<file path="config.mk">
export PLATFORM = sky130hd
export DESIGN_NAME = instr_sequencer_flat
export DESIGN_NICKNAME = d
export VERILOG_FILES = /design/src/rtl/instr_sequencer_if.sv /design/src/rtl/instr_sequencer.sv /design/src/flat_wrapper.sv
export SDC_FILE = /design/constraint.sdc
export NUM_CORES = 1
export LEC_CHECK = 0
export ABC_AREA = 1
export CAP_MARGIN = 20
export CORE_ASPECT_RATIO = 2
export CORE_UTILIZATION = 56
export DETAILED_ROUTE_END_ITERATION = 6
export GPL_TIMING_DRIVEN = 0
export PLACE_DENSITY_LB_ADDON = 0.12
export SYNTH_ARGS = -nofsm -noshare
export SYNTH_HDL_FRONTEND = slang
export SYNTH_SLANG_ARGS = --single-unit
</file>
<file path="constraint.sdc">
create_clock -name clk -period 1.49 [get_ports clk]
set_input_delay 0.3725 -clock clk [delete_from_list [all_inputs] [get_ports clk]]
set_output_delay 0.3725 -clock clk [all_outputs]
set_load 0.05 [all_outputs]
</file>
<file path="src/rtl/instr_sequencer_if.sv">
// Issue channel between the instruction sequencer and the matrix coprocessor.
// The sequencer offers an instruction with valid/ready, then waits for a done pulse.
interface instr_sequencer_if #(
  parameter int INSTR_W = 22
);
  logic [INSTR_W-1:0] instr_out;
  logic               instr_valid;
  logic               cop_ready;
  logic               cop_done;

  modport master (
    output instr_out,
    output instr_valid,
    input  cop_ready,
    input  cop_done
  );

  modport slave (
    input  instr_out,
    input  instr_valid,
    output cop_ready,
    output cop_done
  );
endinterface

</file>
<file path="src/rtl/instr_sequencer.sv">
// Program RAM plus a four-state issue FSM that feeds the matrix coprocessor one
// instruction per step request, or back-to-back while auto_run is held.
module instr_sequencer #(
  parameter int INSTR_W = 22,
  parameter int DEPTH   = 30,
  parameter int ADDR_W  = 5,
  parameter int TIMEOUT = 1024
) (
  input  logic               clk,
  input  logic               rst,
  input  logic               prog_we_i,
  input  logic [ADDR_W-1:0]  prog_addr_i,
  input  logic [INSTR_W-1:0] prog_data_i,
  input  logic               step_in_i,
  input  logic               auto_run_i,
  input  logic               err_clr_i,
  output logic               busy_o,
  output logic [ADDR_W-1:0]  pc_out_o,
  output logic               timeout_err_o,
  instr_sequencer_if.master  cop
);

  localparam int                CNT_W     = $clog2(TIMEOUT);
  localparam logic [ADDR_W-1:0] LAST_ADDR = ADDR_W'(DEPTH - 1);
  localparam logic [CNT_W-1:0]  CNT_LAST  = CNT_W'(TIMEOUT - 1);

  typedef enum logic [1:0] {
    S_IDLE,
    S_FETCH,
    S_ISSUE,
    S_WAIT
  } state_e;

  state_e             state_q, state_d;
  logic [ADDR_W-1:0]  pc_q, pc_d;
  logic [INSTR_W-1:0] instr_q, instr_d;
  logic [CNT_W-1:0]   waitCnt_q, waitCnt_d;
  logic               timeoutErr_q, timeoutErr_d;
  logic               step_q;
  logic               stepEdge;

  logic [INSTR_W-1:0] mem [DEPTH];

  // Writes beyond the last program word are dropped rather than aliased.
  always_ff @(posedge clk) begin
    if (prog_we_i && (prog_addr_i <= LAST_ADDR)) begin
      mem[prog_addr_i] <= prog_data_i;
    end
  end

  assign stepEdge = step_in_i & ~step_q;

  always_comb begin
    state_d      = state_q;
    pc_d         = pc_q;
    instr_d      = instr_q;
    waitCnt_d    = waitCnt_q;
    timeoutErr_d = timeoutErr_q & ~err_clr_i;

    case (state_q)
      S_IDLE: begin
        if (stepEdge || auto_run_i) begin
          state_d = S_FETCH;
        end
      end
      // The RAM word is captured at the FETCH edge, so a write landing on the same
      // edge is not yet visible and the old word is issued.
      S_FETCH: begin
        instr_d = mem[pc_q];
        state_d = S_ISSUE;
      end
      S_ISSUE: begin
        if (cop.cop_ready) begin
          state_d   = S_WAIT;
          waitCnt_d = '0;
        end
      end
      S_WAIT: begin
        if (cop.cop_done) begin
          state_d = S_IDLE;
          pc_d    = (pc_q == LAST_ADDR) ? '0 : pc_q + 1'b1;
        end else if (waitCnt_q == CNT_LAST) begin
          state_d      = S_IDLE;
          timeoutErr_d = 1'b1;
        end else begin
          waitCnt_d = waitCnt_q + 1'b1;
        end
      end
      default: state_d = S_IDLE;
    endcase
  end

  always_ff @(posedge clk or posedge rst) begin
    if (rst) begin
      state_q      <= S_IDLE;
      pc_q         <= '0;
      instr_q      <= '0;
      waitCnt_q    <= '0;
      timeoutErr_q <= 1'b0;
      step_q       <= 1'b0;
    end else begin
      state_q      <= state_d;
      pc_q         <= pc_d;
      instr_q      <= instr_d;
      waitCnt_q    <= waitCnt_d;
      timeoutErr_q <= timeoutErr_d;
      step_q       <= step_in_i;
    end
  end

  assign cop.instr_out   = instr_q;
  assign cop.instr_valid = (state_q == S_ISSUE);
  assign busy_o          = (state_q != S_IDLE);
  assign pc_out_o        = pc_q;
  assign timeout_err_o   = timeoutErr_q;

endmodule

</file>
<file path="src/flat_wrapper.sv">
// flat-port wrapper written by rule: the top's interface ports become plain ports
module instr_sequencer_flat 
#(
  parameter int INSTR_W = 22,
  parameter int DEPTH   = 30,
  parameter int ADDR_W  = 5,
  parameter int TIMEOUT = 1024
)
  (clk, rst, prog_we_i, prog_addr_i, prog_data_i, step_in_i, auto_run_i, err_clr_i, busy_o, pc_out_o, timeout_err_o, cop_instr_out, cop_instr_valid, cop_cop_ready, cop_cop_done);
  instr_sequencer_if #(.INSTR_W(INSTR_W)) cop_i ();
  input  logic clk;
  input  logic rst;
  input  logic prog_we_i;
  input  logic [ADDR_W-1:0] prog_addr_i;
  input  logic [INSTR_W-1:0] prog_data_i;
  input  logic step_in_i;
  input  logic auto_run_i;
  input  logic err_clr_i;
  output logic busy_o;
  output logic [ADDR_W-1:0] pc_out_o;
  output logic timeout_err_o;
  output wire logic [$bits(cop_i.instr_out)-1:0] cop_instr_out;
  output wire logic [$bits(cop_i.instr_valid)-1:0] cop_instr_valid;
  input wire logic [$bits(cop_i.cop_ready)-1:0] cop_cop_ready;
  input wire logic [$bits(cop_i.cop_done)-1:0] cop_cop_done;
  assign cop_instr_out = cop_i.instr_out;
  assign cop_instr_valid = cop_i.instr_valid;
  assign cop_i.cop_ready = cop_cop_ready;
  assign cop_i.cop_done = cop_cop_done;
  instr_sequencer #(.INSTR_W(INSTR_W), .DEPTH(DEPTH), .ADDR_W(ADDR_W), .TIMEOUT(TIMEOUT)) u_core (.clk(clk), .rst(rst), .prog_we_i(prog_we_i), .prog_addr_i(prog_addr_i), .prog_data_i(prog_data_i), .step_in_i(step_in_i), .auto_run_i(auto_run_i), .err_clr_i(err_clr_i), .busy_o(busy_o), .pc_out_o(pc_out_o), .timeout_err_o(timeout_err_o), .cop(cop_i));
endmodule
</file>
==> flow_summary_export.csv <==
group,metric,value,unit
run_status,status,"complete, but fails checks",
run_status,violations,"setup timing",
synthesis,yosys_most_used_dff,"edfxtp_1",
critical_path,max_stage_delay,400,ps
routing,ant_nets,0,
critical_path,startpoint_type,"flop",
global_routing,antenna_found_initial,1,
routing,drcViolationCount,0,
critical_path,path_common_cell,"buf_12",
clock_tree,cts_buffer_depth,3,
critical_path,cp_max_fo,6,
layout,fin_nets,2822,
floorplanning,fp.dieH,321,um
synthesis,synth_edf_count,660,
synthesis,synth-seq-cells,701,
critical_path,critPathTopFamily,"buffers and inverters",
clock_tree,cts.sinks,701,
synthesis,syn-num-nets,2493,
timing,hold_violations,0,
critical_path,cp_cell_sequence,"buf_12 -> inv_16 -> buf_12 -> buf_12 -> buf_12 -> buf_12 -> nor2_1 -> o21ai_2 -> a21oi_2 -> nand2_1 -> nand3_1 -> nand2_1",
clock_tree,clock-root-buffer,"clkbuf_16",
timing,period_needed,2070,ps
synthesis,ys_seq_area_share,73.1,%
timing,setup_ws,-581,ps
synthesis,synth_warnings,0,
synthesis,avgSynthCellArea,11.6,sq um
timing,slew_headroom,37.4,%
floorplanning,pin_count,65,
synthesis,yosysMostFrequentCell,"edfxtp_1",
synthesis,synth_top_cells_by_count,"edfxtp_1, nand2_1, nor2_1",
clock_tree,cts_tree,"done",
synthesis,synthTopCellsByArea,"edfxtp_1, nand2_1, nor2_1",
clock_tree,tritoncts.num_buffers,57,
clock_tree,cts-htree-levels,2,
layout,syn_to_final_growth,31.3,%
synthesis,synthDistinctLibCells,34,
critical_path,crit_type,"reg -> reg",
layout,antennaDiodeCount,0,
synthesis,yosysTopAreaCellShare,69.5,%
synthesis,async_reset_ff_share,5.85,%
synthesis,synth.largest_area_cell,"edfxtp_1",
critical_path,path_buf_inv,6,
timing,period_share,139,%
timing,tns,-42810,ps
critical_path,end_kind,"flop",
timing,final_max_slew_viol_count,0,
floorplanning,core_area,50200,sq um
place,numPortBuffers,64,
timing,rsz0062_at_grt,"yes",
hold_path,hp-class,"in -> async",
global_routing,grt_max_degree,31,
routing,drtPass1Iterations,6,
routing,wire_per_inst,29.8,um
global_routing,grt_pass1_wl,141000,um
clock_tree,clk_pin_slew,70,ps
routing,drt_first_iter_violations,2732,
timing,setup_violations,431,
pwr,ir_worst_vdd,1.60,mV
floorplanning,die_w,162,um
routing,via_per_inst,6.20,
timing,hold_ws,119,ps
pwr,p_leak,0.0136,uW
global_routing,grt_pass1_vias,21076,
pwr,power_density,1940,nW/um^2
timing,tightest_slew,936,ps
critical_path,arrival,2580,ps
critical_path,critPathRequiredTime,1990,ps
routing,via_count,21540,
flow_run,drv_cap,0,
clock_tree,worstSkewPairLatency,620,ps
timing,clock_skew,17.8,ps
global_routing,grtUsageTotal,39.5,%
place,place_congestion,0.992,
place,dp_hpwl,61000,um
floorplanning,start_util,56.8,%
critical_path,critPathSlowestCell,"dfrtp_2",
floorplanning,num_rows,116,
synthesis,mappedNetlistArea,28500,sq um
synthesis,synthCells,2451,
layout,drive_above_1_share,28.9,%
global_routing,grt-ovfl-total,0,
floorplanning,dieArea,51900,sq um
routing,drt_wl_total,103000,um
timing,fmax,483,MHz
cell usage in the layout, fill, tap and decap left out, types with 17 or more instances in the layout:
master	instances
edfxtp_1	660
nand2_1	374
nor2_1	361
nand3_1	187
o21ai_0	143
buf_4	95
inv_1	89
o21ai_1	72
nand3_2	71
buf_12	70
nor2_4	67
clkbuf_16	65
buf_6	59
nand2_2	57
dfrtp_1	33
o21ai_2	30
clkbuf_2	27
a21oi_2	25
buf_2	25
nor2_2	23
clkdlybuf4s50_1	23
nand2_4	22
buf_16	22
nand3_4	20
o211ai_1	19
clkbuf_1	19
buf_8	17
clkinv_2	17
cell families after synthesis:
family,after synthesis,share of synthesized area (%)
buffers and inverters,248,3.89
adder cells (fa/ha/maj),7,0.307
AO/OA/AOI/OAI,322,5.89
flip-flops,701,73.1
XOR/XNOR,2,0.0614
AND/OR/NAND/NOR,1171,16.7
worst paths after layout:
kind	from	end	slack [ps]	cells after the start
hold / removal	rst	u_core.cop.instr_out[18]$_DFFE_PP0N_	120	2
setup reg to reg	u_core.pc_out_o[0]$_DFFE_PP0P_	u_core.cop.instr_out[20]$_DFFE_PP0N_	-580	12
setup / recovery	u_core.pc_out_o[0]$_DFFE_PP0P_	u_core.cop.instr_out[20]$_DFFE_PP0N_	-580	12
hold reg to reg	u_core.waitCnt_q[5]$_DFFE_PP0P_	u_core.waitCnt_q[5]$_DFFE_PP0P_	500	1
min in group clk	step_in_i	u_core.step_q$_DFF_PP0_	230	1
max in group asynchronous	rst	u_core.pc_out_o[0]$_DFFE_PP0P_	830	3
sequential cells by signal, indices dropped and copies added (netlist names):
| register | flops |
|---|---|
| u_core.state_q | 2 |
| u_core.cop.instr_out | 22 |
| u_core.timeout_err_o | 1 |
| u_core.step_q | 1 |
| u_core.mem | 660 |
| u_core.waitCnt_q | 10 |
| u_core.pc_out_o | 5 |
cell type report:
class | count | area [sq um]
sequential | 701 | 20900
fill | 3157 | 12800
multi-input combinational | 1532 | 8780
timing repair buffer | 240 | 3230
clock buffer | 71 | 1510
buffer | 138 | 1340
tap | 649 | 812
inverter | 109 | 490
clock inverter | 34 | 400
timing repair inverter | 1 | 8.76
power by group:
part	switching, uW	internal [uW]
logic	22000	11900
clock network	7000	8740
registers	628	22200
total	29700	42800
worst reg2reg max path: stages (launching register included):
cell	delay [ps]
dfrtp_2	400
buf_12	170
inv_16	60
buf_12	140
buf_12	150
buf_12	160
buf_12	150
nor2_1	160
o21ai_2	90
a21oi_2	250
nand2_1	80
nand3_1	80
nand2_1	60
what timing repair did:
action / CTS / global route
hold buffers: 0 / 0
pin swaps: 126 / 120
resized for setup: 566 / 383
endpoints found under the setup margin: 729 / 730
cloned: 38 / 8
setup buffers: 98 / 47
per-stage QoR:
| step | utilization (%) | total power, uW | worst slack (ps) | instances | instance area (sq um) |
|---|---|---|---|---|---|
| floorplan | - | 36800 | -248 | 2451 | 29000 |
| global placement | 60.6 | 45600 | -1530 | 3164 | 30400 |
| detailed placement | 61.4 | 46100 | -1590 | 3182 | 30800 |
| CTS | 71.1 | 66300 | -520 | 3423 | 35700 |
| global route | 74.5 | 74400 | -599 | 3475 | 37400 |
| finish | 74.5 | 72500 | -581 | 3475 | 37400 |
routing by layer:
metal | global-route usage (%) | wire, um
met5 | 0 | 12
met4 | 34.5 | 10800
met3 | 8.86 | 9920
met2 | 66.8 | 51100
met1 | 41.0 | 31600
Note: power is estimated with default switching activity, not from simulation.
